==> src/rtl/textlcd_rx.sv <==
// textlcd_rx
//   Receiving end of an HD44780-style character-LCD write bus. The bus is
//   sampled on clk through a SYNC_STAGES-deep pipeline; a transaction is taken
//   on the falling edge of lcd_e and decoded one cycle later. A 2x16 shadow
//   character buffer, the DDRAM address counter and the mode bits are mirrored
//   and exposed for monitoring.
//
//   Optional feature macro: TEXTLCD_RX_SHIFT_EN
//     When defined, the entry-mode S bit and the S/C=1 shift instruction
//     move disp_shift (mod 40). When undefined, those instructions are accepted
//     but change nothing, and disp_shift is tied to 0.
//
// Ports
//   clk, rst     system clock, asynchronous active-high reset
//   lcd_e        bus enable (transaction on falling edge)
//   lcd_rs       0 = instruction, 1 = data
//   lcd_rw       0 = write, 1 = read (reads are ignored)
//   lcd_data     instruction / character code
//   rd_addr      buffer read index (0-15 line 1, 16-31 line 2)
//   rd_char      registered buffer[rd_addr], 1 cycle latency
//   cursor_addr  DDRAM address counter
//   disp_on      display-on bit
//   entry_inc    entry-mode increment bit
//   func_bits    function-set {DL,N,F}
//   busy         high during the Clear Display sweep
//   cmd_strobe   1-cycle pulse per accepted write
//   overrun      1-cycle pulse when a write arrives while busy (dropped)
//   disp_shift   display shift offset 0-39
module textlcd_rx #(
  parameter int unsigned SYNC_STAGES = 2,
  parameter logic [7:0]  CLEAR_CHAR  = 8'h20
) (
  input  logic       clk,
  input  logic       rst,
  input  logic       lcd_e,
  input  logic       lcd_rs,
  input  logic       lcd_rw,
  input  logic [7:0] lcd_data,
  input  logic [4:0] rd_addr,
  output logic [7:0] rd_char,
  output logic [6:0] cursor_addr,
  output logic       disp_on,
  output logic       entry_inc,
  output logic [2:0] func_bits,
  output logic       busy,
  output logic       cmd_strobe,
  output logic       overrun,
  output logic [5:0] disp_shift
);

  typedef enum logic {ST_IDLE, ST_SWEEP} state_t;

  state_t      state, state_next;
  logic [10:0] sync_q [SYNC_STAGES];
  logic        e_hist;
  logic        pend_valid, pend_rs, pend_rw;
  logic [7:0]  pend_data;
  logic [7:0]  cells [32];
  logic [4:0]  sweep_idx;
  logic        accept, clear_start;

  // Address counter step including the two-line wrap and the recovery of
  // out-of-range addresses loaded by Set DDRAM Address.
  function automatic logic [6:0] step_addr(input logic [6:0] a, input logic inc);
    if (a >= 7'h68) return 7'h00;
    if (a >= 7'h28 && a <= 7'h3F) return 7'h40;
    if (inc) begin
      if (a == 7'h27) return 7'h40;
      if (a == 7'h67) return 7'h00;
      return a + 7'd1;
    end
    if (a == 7'h00) return 7'h67;
    if (a == 7'h40) return 7'h27;
    return a - 7'd1;
  endfunction

`ifdef TEXTLCD_RX_SHIFT_EN
  logic [5:0] shift_q;
  logic       entry_s;

  function automatic logic [5:0] step_shift(input logic [5:0] s, input logic up);
    if (up) return (s == 6'd39) ? 6'd0 : s + 6'd1;
    return (s == 6'd0) ? 6'd39 : s - 6'd1;
  endfunction

  assign disp_shift = shift_q;
`else
  assign disp_shift = '0;
`endif

  // e/rs/rw/data travel together so the decoded fields stay aligned with
  // the enable edge that qualifies them.
  always_ff @(posedge clk or posedge rst) begin
    if (rst) begin
      for (int unsigned i = 0; i < SYNC_STAGES; i++) sync_q[i] <= '0;
      e_hist     <= 1'b0;
      pend_valid <= 1'b0;
      pend_rs    <= 1'b0;
      pend_rw    <= 1'b0;
      pend_data  <= '0;
    end else begin
      sync_q[0] <= {lcd_e, lcd_rs, lcd_rw, lcd_data};
      for (int unsigned i = 1; i < SYNC_STAGES; i++) sync_q[i] <= sync_q[i-1];
      e_hist     <= sync_q[SYNC_STAGES-1][10];
      pend_valid <= e_hist & ~sync_q[SYNC_STAGES-1][10];
      pend_rs    <= sync_q[SYNC_STAGES-1][9];
      pend_rw    <= sync_q[SYNC_STAGES-1][8];
      pend_data  <= sync_q[SYNC_STAGES-1][7:0];
    end
  end

  assign accept      = pend_valid & ~pend_rw;
  assign clear_start = accept & (state == ST_IDLE) & ~pend_rs & (pend_data == 8'h01);
  assign busy        = (state == ST_SWEEP);

  always_ff @(posedge clk or posedge rst) begin
    if (rst) state <= ST_IDLE;
    else     state <= state_next;
  end

  always_comb begin
    state_next = state;
    case (state)
      ST_IDLE:  if (clear_start) state_next = ST_SWEEP;
      ST_SWEEP: if (sweep_idx == 5'd31) state_next = ST_IDLE;
      default:  state_next = ST_IDLE;
    endcase
  end

  always_ff @(posedge clk or posedge rst) begin
    if (rst) begin
      for (int unsigned i = 0; i < 32; i++) cells[i] <= CLEAR_CHAR;
      rd_char     <= CLEAR_CHAR;
      cursor_addr <= '0;
      disp_on     <= 1'b0;
      entry_inc   <= 1'b1;
      func_bits   <= '0;
      cmd_strobe  <= 1'b0;
      overrun     <= 1'b0;
      sweep_idx   <= '0;
`ifdef TEXTLCD_RX_SHIFT_EN
      shift_q     <= '0;
      entry_s     <= 1'b0;
`endif
    end else begin
      rd_char    <= cells[rd_addr];
      cmd_strobe <= 1'b0;
      overrun    <= 1'b0;

      if (state == ST_SWEEP) begin
        cells[sweep_idx] <= CLEAR_CHAR;
        sweep_idx        <= sweep_idx + 5'd1;
      end

      if (accept) begin
        if (state == ST_SWEEP) begin
          overrun <= 1'b1;
        end else begin
          cmd_strobe <= 1'b1;
          if (pend_rs) begin
            if (cursor_addr <= 7'h0F)
              cells[{1'b0, cursor_addr[3:0]}] <= pend_data;
            else if (cursor_addr >= 7'h40 && cursor_addr <= 7'h4F)
              cells[{1'b1, cursor_addr[3:0]}] <= pend_data;
            cursor_addr <= step_addr(cursor_addr, entry_inc);
`ifdef TEXTLCD_RX_SHIFT_EN
            if (entry_s) shift_q <= step_shift(shift_q, entry_inc);
`endif
          end else begin
            casez (pend_data)
              8'b1???????: cursor_addr <= pend_data[6:0];
              8'b01??????: ;
              8'b001?????: func_bits <= pend_data[4:2];
              8'b0001????: begin
                if (!pend_data[3]) cursor_addr <= step_addr(cursor_addr, pend_data[2]);
`ifdef TEXTLCD_RX_SHIFT_EN
                else shift_q <= step_shift(shift_q, pend_data[2]);
`endif
              end
              8'b00001???: disp_on <= pend_data[2];
              8'b000001??: begin
                entry_inc <= pend_data[1];
`ifdef TEXTLCD_RX_SHIFT_EN
                entry_s   <= pend_data[0];
`endif
              end
              8'b0000001?: begin
                cursor_addr <= '0;
`ifdef TEXTLCD_RX_SHIFT_EN
                shift_q     <= '0;
`endif
              end
              8'b00000001: begin
                cursor_addr <= '0;
                entry_inc   <= 1'b1;
                sweep_idx   <= '0;
`ifdef TEXTLCD_RX_SHIFT_EN
                shift_q     <= '0;
`endif
              end
              default: ;
            endcase
          end
        end
      end
    end
  end

endmodule
==> config.mk <==
export PLATFORM = sky130hd
export DESIGN_NAME = textlcd_rx
export DESIGN_NICKNAME = d
export VERILOG_FILES = /design/src/rtl/textlcd_rx.sv
export SDC_FILE = /design/constraint.sdc
export NUM_CORES = 1
export LEC_CHECK = 0
export CAP_MARGIN = 20
export CELL_PAD_IN_SITES_DETAIL_PLACEMENT = 0
export CELL_PAD_IN_SITES_GLOBAL_PLACEMENT = 1
export CORE_MARGIN = 8
export CORE_UTILIZATION = 54
export CTS_CLUSTER_DIAMETER = 60
export DETAILED_ROUTE_END_ITERATION = 10
export GPL_TIMING_DRIVEN = 0
export PLACE_DENSITY_LB_ADDON = 0.1
export SLEW_MARGIN = 20
export SYNTH_ARGS = -nofsm -noshare
export SYNTH_HDL_FRONTEND = slang
export SYNTH_SLANG_ARGS = --single-unit
==> constraint.sdc <==
create_clock -name clk -period 29.7 [get_ports clk]
set_input_delay 4.455 -clock clk [delete_from_list [all_inputs] [get_ports clk]]
set_output_delay 4.455 -clock clk [all_outputs]
set_load 0.02 [all_outputs]
Word level (Yosys, flattened, before mapping)
Cells that the tools add are included.
{ "word_totals": {"reg_bits": 318, "inputBits": 18, "out_inout_bits": 29, "elab_cells": 280} }
{ "classes": {"n_addsub": 3, "n_lt_le_gt_ge": 13, "eq_ne": 11, "n_mux": 176, "n_bitwise": 16, "n_reduce_logical": 13} }
{ "op_table": {"columns": ["operator", "n"], "rows": [
  ["256-bit two-way mux", 6],
  ["256-bit bitwise mux", 2],
  ["7-bit two-way mux", 47],
  ["224-bit AND", 1],
  ["224-bit NOT", 1],
  ["8-bit demux with 5-bit select", 3],
  ["1-bit two-way mux", 104],
  ["8-bit binary-select mux with 5-bit select", 1],
  ["8-bit two-way mux", 5],
  ["32-bit OR", 1],
  ["5-bit two-way mux", 5],
  ["6-bit >= comparator (second input constant)", 4],
  ["7-bit one-hot mux with 3 select lines", 1],
  ["6-bit by 1-bit less-than comparator with 1-bit output (second input constant)", 3],
  ["5-bit NOT with 6-bit output", 3],
  ["4-bit AND reduction", 4],
  ["7-bit equality test (second input constant)", 2],
  ["7-bit >= comparator (second input constant)", 2],
  ["8-bit by 1-bit equality test with 1-bit output (second input constant)", 1],
  ["7-bit by 1-bit adder with 7-bit output (second input constant)", 1],
  ["7-bit by 1-bit equality test with 1-bit output (second input constant)", 1],
  ["7-bit by 6-bit equality test with 1-bit output (second input constant)", 1],
  ["7-bit by 6-bit >= comparator with 1-bit output (second input constant)", 1],
  ["7-bit by 4-bit <= comparator with 1-bit output (second input constant)", 1],
  ["other kinds (19)", 31]
]} }

Longest topological paths before layout
Gate-level depths: netlist of run 1.
{ "depth": {"ltp_word": 45, "ltp_mapped": 9, "ltp_nobuf": 7} }

Worst setup path after synthesis of run 1
OpenSTA, ideal clock, no wires.
{ "synth_timing": {"path_kind": "in2reg", "startpoint": "input port rd_addr[0]", "endpoint": "register rd_char[6]", "arrival_time_ps": 5807, "path_slack_ps": 23751, "cell_stages": 6, "path_cell_list": "buf_4 -> buf_4 -> buf_4 -> mux4_2 -> mux2i_1 -> a221oi_1"} }
{ "synth_via": {"elab_chain_len": 4} }
{ "synth_lines": {"columns": ["item", "line", "text"], "rows": [
  ["start: declaration", "39", "input logic [4:0] rd_addr,"],
  ["5-bit NOT with 6-bit output (implied by the code)", "146", "rd_char <= cells[rd_addr];"],
  ["8-bit binary-select mux with 5-bit select", "146", null],
  ["8-bit two-way mux (implied by the code) (2 in a row)", "146", null],
  ["end signal: assignment", "146", null],
  ["end: declaration", "40", "output logic [7:0] rd_char,"]
]} }
No other way between the ends. The select of a mux whose other input is x is not followed.
A chain may end at the register's enable or synchronous reset.

Worst setup path after layout of run 1
{ "layout_timing": {"startpoint": "register cursor_addr[1]", "endpoint": "output port cursor_addr[1]"} }
{ "layout_rtl": {"columns": ["item", "line", "text"], "rows": [
  ["start: declaration", "41", "output logic [6:0] cursor_addr,"],
  ["start signal: assignment", "165", "cursor_addr <= step_addr(cursor_addr, entry_inc);"],
  ["start signal: assignment", "175", "if (!pend_data[3]) cursor_addr <= step_addr(cursor_addr, pend_data[2]);"]
]} }
No word-level cell between the ends.

==> flow_summary.ini, run 1 <==
[timing]
finalWorstSetupSlack_ns = 23.45
drv_slew = 0
fin_crit_ns = 6.25
post-route-period-util = 0.210
max_slew_margin = 0.203
tightest_slew_ns = 1.20
rsz0062_at_grt = false
skew_ns = 0.0201
setup_violations = 0
hold_viol = 0
fin_tns_setup_ns = 0
fmax_mhz = 160

[worst_hold_path]
min_to = pend_data[2]$_DFF_PP0_
hp-class = register to register
hp-start = sync_q[2]$_DFF_PP0_
holdPathStages = 0

[setup_path]
crit_slowest_cell = clkdlybuf4s50_1
cp_slowest_stage_delay_ns = 0.69
worstPathMaxFanout = 11
arrival_ns = 1.79
r2r_setup_slack_ns = 26.29
cp-end-kind = output pin
critPathRequiredTime_ns = 25.24
crit_chain = clkdlybuf4s50_1
reg2reg_from = cursor_addr[0]$_DFFE_PP0P_
critPathLaunchType = register
setup.worst_path.class = register to output pin
rr_endpoint = cells[121]$_DFF_PP0_
r2r_cells = 9
path_buf_inv = 1
crit_family = buffers and inverters

[logic_synthesis]
synth_common_cells = dfrtp_1, nand3_1, o21ai_0
ys_warn_count = 0
synth-edff-count = 0
netlist_top_cells_area = dfrtp_1, mux4_2, dfstp_2
async_flop_share = 1.00
synth.cell_area_mm2 = 0.0149
synth_top_area_share = 0.477
ys_ff_latch = 318
syn_inst = 1315
synth_seq_area_share = 0.537
ys.flop_type = dfrtp_1
synth.most_common_cell = dfrtp_1
ys_types = 72
synth_top_cell_by_area = dfrtp_1
avgSynthCellArea_um2 = 11.3

[finish]
drive_gt1_frac = 0.180
post-route-cell-area_mm2 = 0.0170
antennaDiodeCount = 0
fin_nets = 1427
syn_to_final_growth_pct = 14.1

[placement]
dp_slack_ns = 23.01
portBuffers = 37
hpwl_um = 30200
gp_congestion = 0.894
placed_area_mm2 = 0.0158

[clock_tree]
clockBufferDepth = 3
post-cts-setup-buffers = 0
clkSlewWorstSetupHoldPaths_ns = 0.06
cts_hold_buf = 0
h-tree-depth = 2
numCtsBuffers = 37
ctsRootBufferMaster = clkbuf_16
clock-sinks = 318
cts_tree = yes
clk_latency_ns = 0.53
post_cts_resized = 0

[die]
dieArea_mm2 = 0.0331
fp-row-count = 60
core_mm2 = 0.0270
io_pins = 47
die_x_um = 182
die_h_um = 182
initial_utilization = 0.551

[run]
cap_violations = 0

[outcome]
status = finished, final reports clean

[routing]
vias = 11300
drcViolationCount = 0
via_per_inst = 6.42
drt_iter0_markers = 1231
ant_nets = 0
drtPass1Iterations = 5
routed_wl_um = 44800
wire_per_inst_um = 25.4

[grt]
first_global_vias = 11600
overflow = 0
grt_max_degree = 105
antenna_found_initial = 0
grt_pass1_wl_um = 69500
track_usage = 0.274

[power_and_ir_drop]
powerDensity_mw_per_mm2 = 62.7
p_leak_nw = 7.25
ir_worst_vdd_v = 0.0000554
## worst max-delay path by stage
stage	from	end	cells after the start
2_1_floorplan	rst	busy$_DFF_PP0_	1
3_5_place_dp	rd_addr[1]	rd_char[4]$_DFF_PP0_	6
4_1_cts	cursor_addr[1]$_DFFE_PP0P_	cursor_addr[1]	1
5_1_grt	cursor_addr[1]$_DFFE_PP0P_	cursor_addr[1]	1
6_report	cursor_addr[1]$_DFFE_PP0P_	cursor_addr[1]	1
3_3_place_gp	rst	cells[176]$_DFF_PP0_	2
## power breakdown
| part | internal (W) | switching (W) | total [W] |
|---|---|---|---|
| clock | 0.000259 | 0.000187 | 0.000445 |
| combinational | 0.0000513 | 0.0000920 | 0.000143 |
| sequential | 0.000460 | 0.0000162 | 0.000476 |
## area by class of cell
type | count | area [µm²]
fillers | 2173 | 10000
flip-flops and latches | 318 | 8000
multi-input cells | 860 | 6230
clock buffers | 51 | 1050
plain buffers | 112 | 566
repair buffers | 40 | 453
well taps | 341 | 427
clock inverters | 15 | 144
inverters | 30 | 120
## sequential cells by signal (all words and copies together), names as in the netlist
signal / flops
busy: 1
cells: 256
cmd_strobe: 1
cursor_addr: 7
disp_on: 1
e_hist: 1
entry_inc: 1
func_bits: 3
overrun: 1
pend_data: 8
pend_rs: 1
pend_rw: 1
pend_valid: 1
rd_char: 8
sweep_idx: 5
sync_q: 22
## kinds of logic after synthesis
logic type / count (synthesis) / synth area share
AND/OR/NAND/NOR: 385 / 0.142
AO/OA/AOI/OAI: 352 / 0.142
flip-flops: 318 / 0.537
buffers and inverters: 142 / 0.0455
multiplexers: 101 / 0.122
adder cells (fa/ha/maj): 10 / 0.00840
XOR/XNOR: 6 / 0.00353
other: 1 / 0.000252
## through the flow
step,util,std cells,total power [W],hold WS [ns]
final,0.629,1767,0.00106,0.347
after global routing,0.629,1767,0.00110,0.354
after CTS,0.629,1767,0.00107,0.348
after detailed placement,0.585,1701,0.000624,0.336
after global placement,0.581,1698,0.000621,0.333
after floorplan,-,1320,0.000573,0.331
## layout by cell type, fill, tap and decap left out, types with 25 or more instances in the layout
cell type        count
nand2_1             73
dfrtp_1            284
inv_1               25
nor2_1              51
clkdlybuf4s50_1     37
clkbuf_1            58
a22o_1              50
mux2i_1             36
buf_2               31
nand3_1            177
dfstp_2             34
mux4_2              64
clkbuf_16           37
o21ai_0            177
a21oi_1             55
## layer usage
| metal | wire length [µm] | part of all wire | GRT usage | vias to the layer above |
|---|---|---|---|---|
| met2 | 20400 | 0.45 | 0.419 | 504 |
| li1 | - | - | - | 4983 |
| met5 | 0 | 0 | 0 | - |
| met4 | 1630 | 0.036 | 0.105 | 0 |
| met3 | 4080 | 0.091 | 0.0739 | 103 |
| met1 | 18700 | 0.42 | 0.371 | 5747 |
(Power assumes the default switching activity.)
==> run 2, diff against run 1 <==
--- a/config.mk
+++ b/config.mk
@@ -9,7 +9,7 @@
 export CELL_PAD_IN_SITES_DETAIL_PLACEMENT = 0
 export CELL_PAD_IN_SITES_GLOBAL_PLACEMENT = 1
 export CORE_MARGIN = 8
-export CORE_UTILIZATION = 54
+export CORE_UTILIZATION = 45
 export CTS_CLUSTER_DIAMETER = 60
 export DETAILED_ROUTE_END_ITERATION = 10
 export GPL_TIMING_DRIVEN = 0
==> constraint.sdc (replaced) <==
create_clock -name clk -period 5.5 [get_ports clk]
set_input_delay 0.825 -clock clk [delete_from_list [all_inputs] [get_ports clk]]
set_output_delay 0.825 -clock clk [all_outputs]
set_load 0.02 [all_outputs]
==> flow_summary.ini, run 2 (synthesized netlist as in run 1, its figures left out) <==
[routing]
drcViolationCount = 0
drtPass1Iterations = 5
via_per_inst = 6.08
drt_iter0_markers = 900
vias = 11400
routed_wl_um = 47300
ant_nets = 0
wire_per_inst_um = 25.2

[grt]
first_global_vias = 11300
track_usage = 0.245
grt_max_degree = 35
overflow = 0
grt_pass1_wl_um = 72500
antenna_found_initial = 0

[placement]
placed_area_mm2 = 0.0160
gp_congestion = 0.853
portBuffers = 37
hpwl_um = 32900

[setup_path]
reg2reg_from = cursor_addr[0]$_DFFE_PP0P_
cp-end-kind = register
critPathRequiredTime_ns = 5.92
setup.worst_path.class = register to register
critPathLaunchType = register
arrival_ns = 3.92
worstPathMaxFanout = 10
crit_path_start = cursor_addr[0]$_DFFE_PP0P_

[timing]
max_slew_margin = 0.237
tightest_slew_ns = 1.14
skew_ns = 0.0215
post-route-period-util = 0.638
drv_slew = 0
fin_tns_setup_ns = 0
holdWs_ns = 0.342
fmax_mhz = 285
setup_violations = 0
fin_crit_ns = 3.51
rsz0062_at_grt = false
hold_viol = 0

[clock_tree]
cts_tree = yes
clkSlewWorstSetupHoldPaths_ns = 0.06
ctsRootBufferMaster = clkbuf_16
post-cts-setup-buffers = 0
cts_hold_buf = 0
post_cts_resized = 0
numCtsBuffers = 38
clk_latency_ns = 0.52
clock-sinks = 318
h-tree-depth = 2
clockBufferDepth = 3

[power_and_ir_drop]
p_leak_nw = 7.31
powerDensity_mw_per_mm2 = 333
ir_worst_vdd_v = 0.000244

[run]
cap_violations = 0

[die]
fp-row-count = 66
die_h_um = 198
die_x_um = 198
dieArea_mm2 = 0.0392
core_mm2 = 0.0325
io_pins = 47
initial_utilization = 0.458

[finish]
mostFrequentLayoutCell = dfrtp_1
multi_input_comb_area_mm2 = 0.00623
largest_reg_flops = 256
final_cell_mix = dfrtp_1, o21ai_0, nand3_1
fin_nets = 1435
top_regs = cells (256), sync_q (22)
post-route-cell-area_mm2 = 0.0172
fill_cells = 2963
largest-register = cells
antennaDiodeCount = 0
drive_gt1_frac = 0.186
seqCellArea_mm2 = 0.00800
syn_to_final_growth_pct = 15.7

[worst_hold_path]
hp-start = sync_q[17]$_DFF_PP0_
hp-class = register to register

[outcome]
status = finished, final reports clean
run 2: area by class of cell:
type	count	area share
clock inverter	16	0.00538
timing repair buffer	47	0.0336
tap	442	0.0321
sequential	318	0.464
inverter	30	0.00676
buffer	112	0.0329
clock buffer	52	0.0630
multi-input combinational	860	0.362
run 2: path summary, 6_finish.rpt:
| path | end | slack (ns) | cells after the start |
|---|---|---|---|
| max | cells[124]$_DFF_PP0_ | 1.99 | 9 |
| min | sync_q[6]$_DFF_PP0_ | 0.34 | 0 |
| max reg2reg | cells[124]$_DFF_PP0_ | 1.99 | 9 |
| min reg2reg | sync_q[6]$_DFF_PP0_ | 0.34 | 0 |
| max in group asynchronous | cells[229]$_DFF_PP1_ | 3.67 | 5 |
| min in group asynchronous | sync_q[16]$_DFF_PP0_ | 0.74 | 2 |
run 2: power by group:
| part | switching, W | leakage [nW] | internal [W] |
|---|---|---|---|
| registers | 0.0000851 | 4.20 | 0.00248 |
| logic | 0.000512 | 2.53 | 0.000286 |
| clock network | 0.000987 | 0.588 | 0.00138 |
| total | 0.00158 | 7.31 | 0.00415 |
run 2: routing by layer:
metal,share of wire,global-route usage,vias to the layer above
met5,0,0,-
met4,0.034,0.0824,0
met3,0.067,0.0365,96
met2,0.45,0.376,488
met1,0.44,0.352,5818
li1,-,-,5014
run 2: worst max-delay path: stages (launching register included):
cell and delay (ns):
dfrtp_1 0.43, buf_2 0.21, inv_1 0.10, ha_1 0.20
clkbuf_1 0.84, nand2_1 0.53, nor2_1 0.57, buf_2 0.31
nand2_1 0.07, o21ai_0 0.12
run 2: metrics by stage:
stage | utilization | cells | setup WS (ns) | total power [W]
after CTS | 0.529 | 1877 | 2.13 | 0.00577
after detailed placement | 0.493 | 1809 | 2.17 | 0.00340
after global routing | 0.529 | 1877 | 1.93 | 0.00595
final | 0.529 | 1877 | 1.99 | 0.00574
after floorplan | - | 1320 | 0.464 | 0.00309
after global placement | 0.487 | 1799 | -1.90 | 0.00338
==> run 3, diff against run 2 <==
--- a/config.mk
+++ b/config.mk
@@ -9,7 +9,7 @@
 export CELL_PAD_IN_SITES_DETAIL_PLACEMENT = 0
 export CELL_PAD_IN_SITES_GLOBAL_PLACEMENT = 1
 export CORE_MARGIN = 8
-export CORE_UTILIZATION = 45
+export CORE_UTILIZATION = 50
 export CTS_CLUSTER_DIAMETER = 60
 export DETAILED_ROUTE_END_ITERATION = 10
 export GPL_TIMING_DRIVEN = 0
==> constraint.sdc (replaced) <==
create_clock -name clk -period 3.4 [get_ports clk]
set_input_delay 0.51 -clock clk [delete_from_list [all_inputs] [get_ports clk]]
set_output_delay 0.51 -clock clk [all_outputs]
set_load 0.02 [all_outputs]
==> flow_summary.ini, run 3 (synthesized netlist as in run 1, its figures left out) <==
[outcome]
status = finished, final reports clean

[clock_tree]
post-cts-setup-buffers = 0
clockBufferDepth = 3
clkSlewWorstSetupHoldPaths_ns = 0.06
cts_tree = yes
post_cts_resized = 0
clk_latency_ns = 0.53
h-tree-depth = 2
clock-sinks = 318
cts_hold_buf = 0
ctsRootBufferMaster = clkbuf_16
numCtsBuffers = 38

[power_and_ir_drop]
ir_worst_vdd_v = 0.000495
p_leak_nw = 7.40
powerDensity_mw_per_mm2 = 565

[finish]
fill_cells = 2456
drive_gt1_frac = 0.188
top_regs = cells (256), sync_q (22)
largest-register = cells
mostFrequentLayoutCell = dfrtp_1
syn_to_final_growth_pct = 16.6
largest_reg_flops = 256
multi_input_comb_area_mm2 = 0.00623
seqCellArea_mm2 = 0.00800
fin_util = 0.589
fin_nets = 1436
antennaDiodeCount = 0
final_cell_mix = dfrtp_1, o21ai_0, nand3_1

[die]
core_mm2 = 0.0295
dieArea_mm2 = 0.0356
die_x_um = 189
initial_utilization = 0.505
fp-row-count = 63
io_pins = 47
die_h_um = 189

[timing]
finalWorstSetupSlack_ns = 0.499
hold_viol = 0
fin_tns_setup_ns = 0
post-route-period-util = 0.853
skew_ns = 0.0210
tightest_slew_ns = 1.05
fmax_mhz = 345
rsz0062_at_grt = false
max_slew_margin = 0.299
fin_crit_ns = 2.90
setup_violations = 0
holdWs_ns = 0.311
drv_slew = 0

[routing]
vias = 11500
routed_wl_um = 46700
drtPass1Iterations = 5
drt_iter0_markers = 1177
via_per_inst = 6.28
ant_nets = 0
drcViolationCount = 0
wire_per_inst_um = 25.6

[grt]
antenna_found_initial = 0
grt_max_degree = 35
track_usage = 0.265
first_global_vias = 11500
grt_pass1_wl_um = 72200
overflow = 0

[setup_path]
critPathRequiredTime_ns = 3.78
cp-end-kind = register
setup.worst_path.class = register to register
arrival_ns = 3.28
worstPathMaxFanout = 10
r2r_cells = 6
critPathLaunchType = register

[placement]
hpwl_um = 32300
dp_slack_ns = 0.125
portBuffers = 37
gp_congestion = 0.910

[worst_hold_path]
hp-class = primary input to asynchronous set/reset pin

[run]
cap_violations = 0
[run 3: cell types whose count changed in the layout (fill, tap and decap cells not counted)]
cell / delta
buf_12: +1
buf_2: -1
bufinv_16: +4
clkbuf_1: -1
clkbuf_16: +2
clkbuf_2: +2
clkbuf_8: +3
clkinv_2: -8
clkinv_4: +1
clkinv_8: +1
inv_6: -1
[run 3: final cells by class]
| type | count | area share |
|---|---|---|
| Multi-Input combinational cell | 860 | 0.359 |
| Tap cell | 390 | 0.0281 |
| Clock buffer | 57 | 0.0677 |
| Clock inverter | 13 | 0.0109 |
| Inverter | 30 | 0.00670 |
| Sequential cell | 318 | 0.461 |
| Buffer | 112 | 0.0327 |
| Timing Repair Buffer | 48 | 0.0344 |
[run 3: metrics by stage]
step / std cells / total power (W) / instance area, µm²
after floorplan: 1320 / 0.00501 / 14900
after global placement: 1747 / 0.00545 / 15800
after detailed placement: 1758 / 0.00550 / 16000
after CTS: 1828 / 0.00984 / 17400
after global routing: 1828 / 0.0102 / 17400
final: 1828 / 0.00982 / 17400
[run 3: report_power, final]
part           switching [W]  leakage (nW)  internal [W]  total, W
Clock                0.00166         0.666       0.00271   0.00437
Combinational       0.000827          2.54      0.000467   0.00129
Sequential          0.000139          4.20       0.00402   0.00415
[run 3: worst paths after layout]
check | slack [ns] | end | from
max in group asynchronous | 1.67 | cells[229]$_DFF_PP1_ | rst
min in group clk | 0.34 | sync_q[9]$_DFF_PP0_ | sync_q[20]$_DFF_PP0_
worst max register to register | 0.50 | cells[195]$_DFF_PP0_ | busy$_DFF_PP0_
worst min register to register | 0.34 | sync_q[9]$_DFF_PP0_ | sync_q[20]$_DFF_PP0_
worst min-delay path | 0.31 | sync_q[2]$_DFF_PP0_ | rst
worst max-delay path | 0.50 | cells[195]$_DFF_PP0_ | busy$_DFF_PP0_
[run 3: per-layer routing]
| metal | part of all wire | global-route usage |
|---|---|---|
| met4 | 0.026 | 0.0782 |
| met1 | 0.44 | 0.377 |
| met5 | 0 | 0 |
| met3 | 0.074 | 0.0534 |
| met2 | 0.46 | 0.406 |
[run 3: critical path, cell delays in order (launching register included)]
cell,delay [ns]
dfrtp_1,0.42
buf_2,0.25
and2_0,0.59
clkbuf_1,0.75
nand2_1,0.44
nand3_1,0.19
o21ai_0,0.10
